$ cat src/rtl/div_sched_if.sv
// div_sched_if: bundles the requester, divider and result channels of div_sched.
// The slave modport is the scheduler's view; the master modport is the
// surrounding environment (requesters, divider unit, result consumer).
interface div_sched_if #(
    parameter int W_PD_UOPS = 6,
    parameter int W_PD_DATA = 32,
    parameter int W_PD_TAG  = 4
);
    // Requester 0
    logic                 CFI_PC_req0_vld;
    logic                 CFO_PC_req0_rdy;
    logic [W_PD_UOPS-1:0] DFI_PD_req0_uops;
    logic [W_PD_DATA-1:0] DFI_PD_req0_rs;
    logic [W_PD_DATA-1:0] DFI_PD_req0_rt;
    logic [W_PD_TAG-1:0]  DFI_PD_req0_tag;

    // Requester 1
    logic                 CFI_PC_req1_vld;
    logic                 CFO_PC_req1_rdy;
    logic [W_PD_UOPS-1:0] DFI_PD_req1_uops;
    logic [W_PD_DATA-1:0] DFI_PD_req1_rs;
    logic [W_PD_DATA-1:0] DFI_PD_req1_rt;
    logic [W_PD_TAG-1:0]  DFI_PD_req1_tag;

    // Divider control and operands
    logic                 CFO_PC_div_ena;
    logic                 CFO_PC_div_clear;
    logic [W_PD_UOPS-1:0] DFO_PD_div_uops;
    logic [W_PD_DATA-1:0] DFO_PD_div_rs;
    logic [W_PD_DATA-1:0] DFO_PD_div_rt;

    // Divider result
    logic [W_PD_DATA-1:0] DFI_PD_div_rs;
    logic                 DFI_PD_div_ofw;

    // Result channel
    logic                 CFO_PC_res_vld;
    logic                 CFI_PC_res_rdy;
    logic [W_PD_DATA-1:0] DFO_PD_res_data;
    logic                 DFO_PD_res_ofw;
    logic [W_PD_TAG-1:0]  DFO_PD_res_tag;
    logic                 DFO_PD_res_src;

    modport slave (
        input  CFI_PC_req0_vld, DFI_PD_req0_uops, DFI_PD_req0_rs, DFI_PD_req0_rt, DFI_PD_req0_tag,
        output CFO_PC_req0_rdy,
        input  CFI_PC_req1_vld, DFI_PD_req1_uops, DFI_PD_req1_rs, DFI_PD_req1_rt, DFI_PD_req1_tag,
        output CFO_PC_req1_rdy,
        output CFO_PC_div_ena, CFO_PC_div_clear, DFO_PD_div_uops, DFO_PD_div_rs, DFO_PD_div_rt,
        input  DFI_PD_div_rs, DFI_PD_div_ofw,
        output CFO_PC_res_vld, DFO_PD_res_data, DFO_PD_res_ofw, DFO_PD_res_tag, DFO_PD_res_src,
        input  CFI_PC_res_rdy
    );

    modport master (
        output CFI_PC_req0_vld, DFI_PD_req0_uops, DFI_PD_req0_rs, DFI_PD_req0_rt, DFI_PD_req0_tag,
        input  CFO_PC_req0_rdy,
        output CFI_PC_req1_vld, DFI_PD_req1_uops, DFI_PD_req1_rs, DFI_PD_req1_rt, DFI_PD_req1_tag,
        input  CFO_PC_req1_rdy,
        input  CFO_PC_div_ena, CFO_PC_div_clear, DFO_PD_div_uops, DFO_PD_div_rs, DFO_PD_div_rt,
        output DFI_PD_div_rs, DFI_PD_div_ofw,
        input  CFO_PC_res_vld, DFO_PD_res_data, DFO_PD_res_ofw, DFO_PD_res_tag, DFO_PD_res_src,
        output CFI_PC_res_rdy
    );
endinterface

$ cat src/rtl/div_sched.sv
// div_sched: two-requester round-robin scheduler in front of a fixed-latency
// multi-cycle divider, with a one-entry result buffer.
// Optional feature macro: DIV_SCHED_DZ_FAST_EN -- when defined, divide/remainder
// ops with a zero divisor are answered directly from the scheduler without
// starting the divider.
module div_sched #(
    parameter int W_PD_UOPS = 6,
    parameter int W_PD_DATA = 32,
    parameter int W_PD_TAG  = 4,
    parameter int DIV_LAT   = 35
) (
    input  logic       clk,
    input  logic       CFI_PC_clear,
    div_sched_if.slave bus
);
    // Divider uop encodings for the signed ops.
    localparam logic [W_PD_UOPS-1:0] UOP_DIV = W_PD_UOPS'(20);
    localparam logic [W_PD_UOPS-1:0] UOP_REM = W_PD_UOPS'(22);

    localparam int              CNT_W    = $clog2(DIV_LAT + 1);
    localparam logic [CNT_W-1:0] CNT_LAST = CNT_W'(DIV_LAT);

    typedef enum logic [1:0] {
        IDLE = 2'd0,
        BUSY = 2'd1,
        HOLD = 2'd2
    } state_t;

    state_t               state_reg;
    logic [CNT_W-1:0]     cnt_reg;
    logic                 ptr_reg;
    logic [W_PD_TAG-1:0]  tag_reg;
    logic                 src_reg;
    logic [W_PD_UOPS-1:0] uops_reg;

    logic                 res_vld_reg;
    logic [W_PD_DATA-1:0] res_data_reg;
    logic                 res_ofw_reg;
    logic [W_PD_TAG-1:0]  res_tag_reg;
    logic                 res_src_reg;

    // Requester inputs gathered into arrays so the winner can be indexed.
    logic                 req_vld  [2];
    logic [W_PD_UOPS-1:0] req_uops [2];
    logic [W_PD_DATA-1:0] req_rs   [2];
    logic [W_PD_DATA-1:0] req_rt   [2];
    logic [W_PD_TAG-1:0]  req_tag  [2];

    assign req_vld[0]  = bus.CFI_PC_req0_vld;
    assign req_uops[0] = bus.DFI_PD_req0_uops;
    assign req_rs[0]   = bus.DFI_PD_req0_rs;
    assign req_rt[0]   = bus.DFI_PD_req0_rt;
    assign req_tag[0]  = bus.DFI_PD_req0_tag;
    assign req_vld[1]  = bus.CFI_PC_req1_vld;
    assign req_uops[1] = bus.DFI_PD_req1_uops;
    assign req_rs[1]   = bus.DFI_PD_req1_rs;
    assign req_rt[1]   = bus.DFI_PD_req1_rt;
    assign req_tag[1]  = bus.DFI_PD_req1_tag;

    // Round-robin pick: the pointer only decides a tie; a lone requester wins.
    logic any_vld;
    logic win_idx;
    assign any_vld = req_vld[0] | req_vld[1];
    assign win_idx = (req_vld[0] && req_vld[1]) ? ptr_reg : req_vld[1];

    logic [W_PD_UOPS-1:0] win_uops;
    logic [W_PD_DATA-1:0] win_rs;
    logic [W_PD_DATA-1:0] win_rt;
    logic [W_PD_TAG-1:0]  win_tag;
    assign win_uops = req_uops[win_idx];
    assign win_rs   = req_rs[win_idx];
    assign win_rt   = req_rt[win_idx];
    assign win_tag  = req_tag[win_idx];

    // The buffer can take a new result if it is empty or being read this cycle.
    logic buf_free;
    logic drain;
    assign buf_free = !res_vld_reg || bus.CFI_PC_res_rdy;
    assign drain    = res_vld_reg && bus.CFI_PC_res_rdy;

    // Zero-divisor shortcut: dz_hit marks an op answered without the divider.
    logic                 dz_hit;
    logic [W_PD_DATA-1:0] dz_data;
`ifdef DIV_SCHED_DZ_FAST_EN
    localparam logic [W_PD_UOPS-1:0] UOP_DIVU = W_PD_UOPS'(21);
    localparam logic [W_PD_UOPS-1:0] UOP_REMU = W_PD_UOPS'(23);

    logic win_is_quot;
    logic win_is_rem;
    assign win_is_quot = (win_uops == UOP_DIV) || (win_uops == UOP_DIVU);
    assign win_is_rem  = (win_uops == UOP_REM) || (win_uops == UOP_REMU);
    assign dz_hit      = (win_is_quot || win_is_rem) && (win_rt == '0);
    // Quotient of x/0 is all ones, remainder of x/0 is the dividend.
    assign dz_data     = win_is_quot ? '1 : win_rs;
`else
    assign dz_hit  = 1'b0;
    assign dz_data = '0;
`endif

    // A shortcut op additionally needs room in the result buffer this cycle.
    logic grant;
    logic div_ena;
    assign grant   = !CFI_PC_clear && (state_reg == IDLE) && any_vld && (!dz_hit || buf_free);
    assign div_ena = grant && !dz_hit;

    logic [1:0] req_rdy;
    for (genvar gi = 0; gi < 2; gi++) begin : g_rdy
        assign req_rdy[gi] = grant && (win_idx == 1'(gi));
    end

    // Divider operands: winner while starting, otherwise the favoured requester.
    logic op_sel;
    assign op_sel = div_ena ? win_idx : ptr_reg;

    // Overflow is only meaningful for signed ops; unsigned ones never report it.
    logic op_signed;
    assign op_signed = (uops_reg == UOP_DIV) || (uops_reg == UOP_REM);

    // Scheduler FSM, latency counter, round-robin pointer and result buffer.
    always_ff @(posedge clk) begin
        if (CFI_PC_clear) begin
            state_reg    <= IDLE;
            cnt_reg      <= '0;
            ptr_reg      <= 1'b0;
            tag_reg      <= '0;
            src_reg      <= 1'b0;
            uops_reg     <= '0;
            res_vld_reg  <= 1'b0;
            res_data_reg <= '0;
            res_ofw_reg  <= 1'b0;
            res_tag_reg  <= '0;
            res_src_reg  <= 1'b0;
        end else begin
            if (drain) begin
                res_vld_reg <= 1'b0;
            end
            case (state_reg)
                IDLE: begin
                    if (grant) begin
                        ptr_reg <= ~win_idx;
                        if (dz_hit) begin
                            res_vld_reg  <= 1'b1;
                            res_data_reg <= dz_data;
                            res_ofw_reg  <= 1'b0;
                            res_tag_reg  <= win_tag;
                            res_src_reg  <= win_idx;
                        end else begin
                            state_reg <= BUSY;
                            cnt_reg   <= CNT_W'(1);
                            tag_reg   <= win_tag;
                            src_reg   <= win_idx;
                            uops_reg  <= win_uops;
                        end
                    end
                end
                BUSY: begin
                    if (cnt_reg == CNT_LAST) begin
                        if (buf_free) begin
                            res_vld_reg  <= 1'b1;
                            res_data_reg <= bus.DFI_PD_div_rs;
                            res_ofw_reg  <= bus.DFI_PD_div_ofw && op_signed;
                            res_tag_reg  <= tag_reg;
                            res_src_reg  <= src_reg;
                            state_reg    <= IDLE;
                            cnt_reg      <= '0;
                        end else begin
                            state_reg <= HOLD;
                        end
                    end else begin
                        cnt_reg <= cnt_reg + 1'b1;
                    end
                end
                HOLD: begin
                    if (buf_free) begin
                        res_vld_reg  <= 1'b1;
                        res_data_reg <= bus.DFI_PD_div_rs;
                        res_ofw_reg  <= bus.DFI_PD_div_ofw && op_signed;
                        res_tag_reg  <= tag_reg;
                        res_src_reg  <= src_reg;
                        state_reg    <= IDLE;
                        cnt_reg      <= '0;
                    end
                end
                default: begin
                    state_reg <= IDLE;
                    cnt_reg   <= '0;
                end
            endcase
        end
    end

    assign bus.CFO_PC_req0_rdy  = req_rdy[0];
    assign bus.CFO_PC_req1_rdy  = req_rdy[1];
    assign bus.CFO_PC_div_ena   = div_ena;
    assign bus.CFO_PC_div_clear = CFI_PC_clear;
    assign bus.DFO_PD_div_uops  = req_uops[op_sel];
    assign bus.DFO_PD_div_rs    = req_rs[op_sel];
    assign bus.DFO_PD_div_rt    = req_rt[op_sel];
    assign bus.CFO_PC_res_vld   = res_vld_reg;
    assign bus.DFO_PD_res_data  = res_data_reg;
    assign bus.DFO_PD_res_ofw   = res_ofw_reg;
    assign bus.DFO_PD_res_tag   = res_tag_reg;
    assign bus.DFO_PD_res_src   = res_src_reg;
endmodule

$ cat src/flat_wrapper.sv
// flat-port wrapper written by rule: the top's interface ports become plain ports
module div_sched_flat 
#(
    parameter int W_PD_UOPS = 6,
    parameter int W_PD_DATA = 32,
    parameter int W_PD_TAG  = 4,
    parameter int DIV_LAT   = 35
)
  (clk, CFI_PC_clear, bus_CFI_PC_req0_vld, bus_DFI_PD_req0_uops, bus_DFI_PD_req0_rs, bus_DFI_PD_req0_rt, bus_DFI_PD_req0_tag, bus_CFO_PC_req0_rdy, bus_CFI_PC_req1_vld, bus_DFI_PD_req1_uops, bus_DFI_PD_req1_rs, bus_DFI_PD_req1_rt, bus_DFI_PD_req1_tag, bus_CFO_PC_req1_rdy, bus_CFO_PC_div_ena, bus_CFO_PC_div_clear, bus_DFO_PD_div_uops, bus_DFO_PD_div_rs, bus_DFO_PD_div_rt, bus_DFI_PD_div_rs, bus_DFI_PD_div_ofw, bus_CFO_PC_res_vld, bus_DFO_PD_res_data, bus_DFO_PD_res_ofw, bus_DFO_PD_res_tag, bus_DFO_PD_res_src, bus_CFI_PC_res_rdy);
  div_sched_if #(.W_PD_UOPS(W_PD_UOPS), .W_PD_DATA(W_PD_DATA), .W_PD_TAG(W_PD_TAG)) bus_i ();
  input  logic clk;
  input  logic CFI_PC_clear;
  input wire logic [$bits(bus_i.CFI_PC_req0_vld)-1:0] bus_CFI_PC_req0_vld;
  input wire logic [$bits(bus_i.DFI_PD_req0_uops)-1:0] bus_DFI_PD_req0_uops;
  input wire logic [$bits(bus_i.DFI_PD_req0_rs)-1:0] bus_DFI_PD_req0_rs;
  input wire logic [$bits(bus_i.DFI_PD_req0_rt)-1:0] bus_DFI_PD_req0_rt;
  input wire logic [$bits(bus_i.DFI_PD_req0_tag)-1:0] bus_DFI_PD_req0_tag;
  output wire logic [$bits(bus_i.CFO_PC_req0_rdy)-1:0] bus_CFO_PC_req0_rdy;
  input wire logic [$bits(bus_i.CFI_PC_req1_vld)-1:0] bus_CFI_PC_req1_vld;
  input wire logic [$bits(bus_i.DFI_PD_req1_uops)-1:0] bus_DFI_PD_req1_uops;
  input wire logic [$bits(bus_i.DFI_PD_req1_rs)-1:0] bus_DFI_PD_req1_rs;
  input wire logic [$bits(bus_i.DFI_PD_req1_rt)-1:0] bus_DFI_PD_req1_rt;
  input wire logic [$bits(bus_i.DFI_PD_req1_tag)-1:0] bus_DFI_PD_req1_tag;
  output wire logic [$bits(bus_i.CFO_PC_req1_rdy)-1:0] bus_CFO_PC_req1_rdy;
  output wire logic [$bits(bus_i.CFO_PC_div_ena)-1:0] bus_CFO_PC_div_ena;
  output wire logic [$bits(bus_i.CFO_PC_div_clear)-1:0] bus_CFO_PC_div_clear;
  output wire logic [$bits(bus_i.DFO_PD_div_uops)-1:0] bus_DFO_PD_div_uops;
  output wire logic [$bits(bus_i.DFO_PD_div_rs)-1:0] bus_DFO_PD_div_rs;
  output wire logic [$bits(bus_i.DFO_PD_div_rt)-1:0] bus_DFO_PD_div_rt;
  input wire logic [$bits(bus_i.DFI_PD_div_rs)-1:0] bus_DFI_PD_div_rs;
  input wire logic [$bits(bus_i.DFI_PD_div_ofw)-1:0] bus_DFI_PD_div_ofw;
  output wire logic [$bits(bus_i.CFO_PC_res_vld)-1:0] bus_CFO_PC_res_vld;
  output wire logic [$bits(bus_i.DFO_PD_res_data)-1:0] bus_DFO_PD_res_data;
  output wire logic [$bits(bus_i.DFO_PD_res_ofw)-1:0] bus_DFO_PD_res_ofw;
  output wire logic [$bits(bus_i.DFO_PD_res_tag)-1:0] bus_DFO_PD_res_tag;
  output wire logic [$bits(bus_i.DFO_PD_res_src)-1:0] bus_DFO_PD_res_src;
  input wire logic [$bits(bus_i.CFI_PC_res_rdy)-1:0] bus_CFI_PC_res_rdy;
  assign bus_i.CFI_PC_req0_vld = bus_CFI_PC_req0_vld;
  assign bus_i.DFI_PD_req0_uops = bus_DFI_PD_req0_uops;
  assign bus_i.DFI_PD_req0_rs = bus_DFI_PD_req0_rs;
  assign bus_i.DFI_PD_req0_rt = bus_DFI_PD_req0_rt;
  assign bus_i.DFI_PD_req0_tag = bus_DFI_PD_req0_tag;
  assign bus_CFO_PC_req0_rdy = bus_i.CFO_PC_req0_rdy;
  assign bus_i.CFI_PC_req1_vld = bus_CFI_PC_req1_vld;
  assign bus_i.DFI_PD_req1_uops = bus_DFI_PD_req1_uops;
  assign bus_i.DFI_PD_req1_rs = bus_DFI_PD_req1_rs;
  assign bus_i.DFI_PD_req1_rt = bus_DFI_PD_req1_rt;
  assign bus_i.DFI_PD_req1_tag = bus_DFI_PD_req1_tag;
  assign bus_CFO_PC_req1_rdy = bus_i.CFO_PC_req1_rdy;
  assign bus_CFO_PC_div_ena = bus_i.CFO_PC_div_ena;
  assign bus_CFO_PC_div_clear = bus_i.CFO_PC_div_clear;
  assign bus_DFO_PD_div_uops = bus_i.DFO_PD_div_uops;
  assign bus_DFO_PD_div_rs = bus_i.DFO_PD_div_rs;
  assign bus_DFO_PD_div_rt = bus_i.DFO_PD_div_rt;
  assign bus_i.DFI_PD_div_rs = bus_DFI_PD_div_rs;
  assign bus_i.DFI_PD_div_ofw = bus_DFI_PD_div_ofw;
  assign bus_CFO_PC_res_vld = bus_i.CFO_PC_res_vld;
  assign bus_DFO_PD_res_data = bus_i.DFO_PD_res_data;
  assign bus_DFO_PD_res_ofw = bus_i.DFO_PD_res_ofw;
  assign bus_DFO_PD_res_tag = bus_i.DFO_PD_res_tag;
  assign bus_DFO_PD_res_src = bus_i.DFO_PD_res_src;
  assign bus_i.CFI_PC_res_rdy = bus_CFI_PC_res_rdy;
  div_sched #(.W_PD_UOPS(W_PD_UOPS), .W_PD_DATA(W_PD_DATA), .W_PD_TAG(W_PD_TAG), .DIV_LAT(DIV_LAT)) u_core (.clk(clk), .CFI_PC_clear(CFI_PC_clear), .bus(bus_i));
endmodule
$ cat config.mk
export PLATFORM = sky130hd
export DESIGN_NAME = div_sched_flat
export DESIGN_NICKNAME = d
export VERILOG_FILES = /design/src/rtl/div_sched_if.sv /design/src/rtl/div_sched.sv /design/src/flat_wrapper.sv
export SDC_FILE = /design/constraint.sdc
export NUM_CORES = 1
export LEC_CHECK = 0
export CORE_AREA = 2 2 117 119
export DETAILED_ROUTE_END_ITERATION = 7
export DIE_AREA = 0 0 119 121
export PLACE_DENSITY = 0.71
export SLEW_MARGIN = 25
export SYNTH_ARGS = -nofsm -noshare
export SYNTH_HDL_FRONTEND = slang
export SYNTH_SLANG_ARGS = --single-unit
$ cat constraint.sdc
create_clock -name clk -period 2.1 [get_ports clk]
set_input_delay 0.21 -clock clk [delete_from_list [all_inputs] [get_ports clk]]
set_output_delay 0.21 -clock clk [all_outputs]
set_load 0.05 [all_outputs]
==> results_dict.tcl, run 1 <==
set metrics [dict create \
    grt_overflow 0 \
    cp.arrival_ns 2.47 \
    hold_path_class "primary input to register" \
    yosysTopAreaCellShare_pct 33.11 \
    grt_pass1_vias 4544 \
    worst_path_max_delay_cell "or3b_4" \
    ir_worst_vdd_uv 529.7 \
    r2r_cells 7 \
    first_pass_iters 5 \
    grt_pass1_wl_um 24740 \
    worstPathRequired_ns 1.89 \
    gp_congestion 0.8941 \
    p_per_area_nw_per_um2 824.8 \
    wirelength_um 17490 \
    clk_latency_ns 0.32 \
    synth-async-reset-ratio_pct 0 \
    grt_max_degree 62 \
    cts_tree "built" \
    std_cell_rows 42 \
    status "finished, violations left" \
    fin_cells 892 \
    place_inst 862 \
    ys_types 51 \
    avgViaCountPerCell 4.929 \
    clkSinkCount 58 \
    holdWs_ns 0.4579 \
    crit_chain "inv_2 -> ha_4 -> or3b_4 -> inv_4 -> mux2i_4 -> buf_6 -> clkbuf_16 -> mux2_4 -> buf_8" \
    cpPeakStageDelay_ns 0.40 \
    clock_skew_ns 0.01129 \
    synth_flop_cell "dfxtp_1" \
    violations "negative setup slack" \
    diodes 0 \
    slew_viol_final 0 \
    rsz0062_at_grt "true" \
    die_h_um 121 \
    syn_inst 400 \
    hpwlAfterDp_um 12790 \
    grt_antenna_before_repair 1 \
    rrSetupSlack_ns 0.15 \
    root_buffer "clkbuf_16" \
    largest_reg_flops 32 \
    ys_warn_count 0 \
    power_leakage_nw 3.283 \
    drv_cap 0 \
    crit_type "register to output port" \
    post-synth-top-area-cell "dfxtp_1" \
    initial_utilization_pct 26.80 \
    io_buffers 298 \
    drt-wirelength-per-cell_um 19.61 \
    max_slew_margin_pct 55.69 \
    finalCriticalPeriod_ns 2.681 \
    drt_iter0_markers 308 \
    synth_area_leaders "dfxtp_1 (33%), mux2_1 (22%), o21ai_0 (5.7%)" \
    fp.dieW_um 119 \
    cp-end-kind "output port" \
    synth_fp_nets 593 \
    nets 904 \
    dieArea_sq_um 14400 \
    ys_seq_area_share_pct 33.11 \
    setup_viol 70 \
    htree_num_levels 3 \
    route.vias.total 4397 \
    num_io_pins 299 \
    ys_ff_latch 58 \
    worst_pin_slew_ns 0.6646 \
    fin_ws_ns -0.5806 \
    setup_tns_ns -38.23 \
    drive_above_1_share_pct 29.61 \
    ant_nets 0 \
    syn_area_sq_um 3507 \
    finalHoldViolCount 0 \
    period_share_pct 127.6 \
    clk_pin_slew_ns 0.06 \
    core_sq_um 13090 \
    cts_buffers 9 \
    drc_errors 0 \
    critPathLaunchType "register" \
    fin_util_pct 60.81 \
    areaGrowthSynthToFinish_pct 126.9 \
    cp_max_fo 6 \
    synth_edf_count 0 \
    holdBufCountCts 0 \
    syn_area_per_cell_sq_um 8.768 \
    clock.fmax_ghz 0.3731 \
    grt_use_total_pct 22.10 \
    hold_path_depth 3 \
    cts_buffer_depth 2 \
]
-- critical path, delay by kind of cell (launching register included) --
kind | cells | cell delay, ns
buffers and inverters | 5 | 0.67
muxes | 2 | 0.60
and+or+nand+nor | 1 | 0.40
DFF | 1 | 0.32
adders and majority gates | 1 | 0.15
-- cell type report --
| cell class | count | area, sq um |
|---|---|---|
| inverters | 7 | 28.78 |
| repair buffers | 336 | 3781 |
| fillers | 1050 | 5127 |
| clock buffers | 12 | 246.5 |
| multi-input cells | 299 | 2419 |
| flip-flops and latches | 58 | 1164 |
| well taps | 176 | 220.2 |
| clock inverters | 4 | 98.84 |
-- cell families after synthesis --
kind of cell	after synthesis	synth area share (%)
adder cells (fa/ha/maj)	7	2.497
buffers and inverters	43	6.386
flip-flops	58	33.11
AO/OA/AOI/OAI	113	18.91
AND/OR/NAND/NOR	106	15.41
multiplexers	73	23.69
-- metal layers --
metal  up-vias  track usage, %  part of all wire (%)
li1       2085               -                     -
met1      2058           24.26                    37
met2       228           39.80                    51
met3        26           8.412                   9.0
met4         0           6.027                   2.3
met5         -               0                     0
-- cell usage in the layout (no fill, tap or decap), drive strengths merged, types with 2 or more instances in the layout --
master	synthesis	layout
a21oi	39	39
a311oi	9	9
and3	2	2
and4	2	2
buf	14	108
bufinv	0	3
clkbuf	22	17
clkdlybuf4s50	0	223
dfxtp	58	58
ha	7	7
inv	7	7
mux2	70	70
mux2i	3	3
nand2	22	22
nand2b	6	6
nand3	38	38
nand3b	2	2
nand4b	2	2
nor2	19	19
nor2b	4	4
o21ai	44	44
o22ai	3	3
o31ai	3	3
or3b	3	3
-- worst paths after layout --
| kind | startpoint | end |
|---|---|---|
| setup / recovery | u_core.state_reg[1] | bus_DFO_PD_div_rt[12] |
| hold / removal | bus_DFI_PD_div_rs[13] | u_core.bus.DFO_PD_res_data[13] |
| setup reg to reg | u_core.cnt_reg[0] | u_core.bus.DFO_PD_res_data[1] |
| hold reg to reg | u_core.bus.DFO_PD_res_data[27] | u_core.bus.DFO_PD_res_data[27] |
-- where the power goes --
group	total (mW)	internal [mW]	switching, mW
Sequential	1.19	1.15	0.0350
Combinational	3.69	1.85	1.83
Clock	1.69	1.19	0.492
-- per-stage QoR --
stage | instance area, sq um | worst slack, ns | power [mW]
after floorplan | 3585 | -0.1393 | 3.036
after global placement | 6653 | -0.4872 | 3.921
after detailed placement | 6653 | -0.5122 | 3.949
after CTS | 7401 | -0.5449 | 6.053
after global routing | 7958 | -0.6433 | 6.766
final | 7958 | -0.5806 | 6.563
-- cells in the mapped netlist (2+ instances only) --
cell      count
o21ai_0      40
a21oi_1      39
inv_1         6
and4_1        2
mux2i_1       2
buf_6         7
buf_2         5
ha_1          7
nor2_1       19
nand2b_1      6
nand3_1      38
nand2_1      22
a311oi_1      9
nand4b_1      2
nor2b_1       4
and3_1        2
nand3b_1      2
mux2_1       70
o31ai_1       3
o21ai_1       4
clkbuf_1     22
dfxtp_1      58
o22ai_1       3
-- timing repair --
item,CTS,global route
gates resized for setup,80,111
pin swaps,1,1
setup endpoints to repair,70,71
buffers inserted,4,1
gates cloned,3,6
No activity file was read; power rests on OpenSTA's default activity.
==> run 2, diff against run 1 <==
--- a/config.mk
+++ b/config.mk
@@ -5,10 +5,10 @@
 export SDC_FILE = /design/constraint.sdc
 export NUM_CORES = 1
 export LEC_CHECK = 0
-export CORE_AREA = 2 2 117 119
+export CORE_AREA = 2 2 115 117
 export DETAILED_ROUTE_END_ITERATION = 7
-export DIE_AREA = 0 0 119 121
-export PLACE_DENSITY = 0.71
+export DIE_AREA = 0 0 117 119
+export PLACE_DENSITY = 0.7
 export SLEW_MARGIN = 25
 export SYNTH_ARGS = -nofsm -noshare
 export SYNTH_HDL_FRONTEND = slang
==> constraint.sdc (replaced) <==
create_clock -name clk -period 2.8 [get_ports clk]
set_input_delay 0.28 -clock clk [delete_from_list [all_inputs] [get_ports clk]]
set_output_delay 0.28 -clock clk [all_outputs]
set_load 0.05 [all_outputs]
==> results_dict.tcl, run 2 (same netlist as run 1, synthesis figures left out) <==
set metrics [dict create \
    die_h_um 119 \
    top_usage_layer "met2" \
    areaGrowthSynthToFinish_pct 114.2 \
    cp_max_fo 8 \
    num_io_pins 299 \
    hpwlAfterDp_um 13700 \
    grt_pass1_wl_um 24690 \
    slew_viol_final 0 \
    status "completed" \
    rsz0062_at_grt "true" \
    cts_buffer_depth 2 \
    gp_congestion 0.9332 \
    avgViaCountPerCell 4.904 \
    worstPathRequired_ns 2.52 \
    grtUsageMet1_pct 28.73 \
    grt_overflow 0 \
    grt_max_degree 62 \
    r2r-start "u_core.state_reg[1]" \
    use_met2_pct 36.96 \
    critPathLaunchType "register" \
    clk_pin_slew_ns 0.05 \
    final_common_cell "clkdlybuf4s50_1" \
    hold_path_class "register to register" \
    worst_pin_slew_ns 0.7280 \
    ant_nets 0 \
    finalHoldViolCount 0 \
    setup_viol 0 \
    startpoint "u_core.state_reg[1]" \
    crit_type "register to output port" \
    grt_antenna_before_repair 9 \
    cts_tree "built" \
    grt_use_total_pct 23.60 \
    ir_worst_vdd_uv 321.4 \
    clock.fmax_ghz 0.3629 \
    p_per_area_nw_per_um2 605.3 \
    rrSetupSlack_ns 0.77 \
    layout.cells.most_common_list "clkdlybuf4s50_1 (224), dfxtp_1 (56), mux2_4 (46)" \
    period_share_pct 98.42 \
    finalInstanceArea_sq_um 7513 \
    power_leakage_nw 3.034 \
    drt-wirelength-per-cell_um 20.01 \
    fp.dieW_um 117 \
    std_cell_rows 42 \
    drv_cap 0 \
    nets 897 \
    p_total_mw 4.548 \
    clk_latency_ns 0.32 \
    route.vias.total 4350 \
    holdBufCountCts 0 \
    hold_start "u_core.tag_reg[2]" \
    clock_skew_ns 0.007210 \
    first_pass_iters 4 \
    root_buffer "clkbuf_16" \
    core_sq_um 12870 \
    dieArea_sq_um 13920 \
    cp-end-kind "output port" \
    wirelength_um 17750 \
    fin_util_pct 58.36 \
    io_buffers 298 \
    initial_utilization_pct 27.24 \
    drive_above_1_share_pct 25.39 \
    drt_iter0_markers 308 \
    largest_reg_flops 32 \
    grt_pass1_vias 4305 \
    setup_tns_ns 0 \
    drc_errors 0 \
    max_slew_margin_pct 50.78 \
    use_met3_pct 11.65 \
    clkSinkCount 58 \
    finalCriticalPeriod_ns 2.756 \
    htree_num_levels 3 \
    cp.arrival_ns 2.48 \
    placed_area_sq_um 6487 \
    cts_buffers 9 \
]
## run 2: worst paths after layout
check                                        end  cells past startpoint
hold / removal      u_core.bus.DFO_PD_res_tag[2]                      2
hold reg to reg     u_core.bus.DFO_PD_res_tag[2]                      2
setup / recovery           bus_DFO_PD_div_rs[25]                      9
setup reg to reg  u_core.bus.DFO_PD_res_data[25]                      9
## run 2: timing repair
action,CTS,global route
buffers inserted,4,3
cloned,2,5
setup endpoints to repair,70,65
pin swaps,0,1
resized for setup,32,106
## run 2: critical path: stages, from the launching register on
cell and delay, ns:
dfxtp_2 0.33, inv_2 0.08, ha_4 0.15, or3b_4 0.40
inv_4 0.08, mux2i_4 0.27, buf_12 0.20, clkbuf_16 0.18
mux2_4 0.32, buf_8 0.16
## run 2: final cells by class
cell class | instances | area (sq um)
clock buffers | 12 | 256.5
repair buffers | 329 | 3443
multi-input cells | 299 | 2317
flip-flops and latches | 58 | 1166
clock inverters | 4 | 73.82
well taps | 176 | 220.2
diodes | 2 | 5.005
fillers | 1113 | 5361
inverters | 7 | 31.28
## run 2: layer usage
metal,up-vias,wire (um)
met5,-,84
met4,12,425
met3,35,1873
met2,197,8402
met1,2030,6961
li1,2076,-
## run 2: stage by stage
stage,std cells,hold WS [ns],setup slack (ns)
detailed placement,855,0.4623,0.03708
CTS,877,0.4696,0.001380
finish,887,0.4664,0.04411
floorplan,400,0.4277,0.3297
global route,886,0.4936,-0.02407
global placement,855,0.4537,0.08213
## run 2: power breakdown
part	internal, mW	total (mW)	switching, mW
registers	0.869	0.897	0.0288
clock network	0.826	1.19	0.359
logic	1.17	2.46	1.30
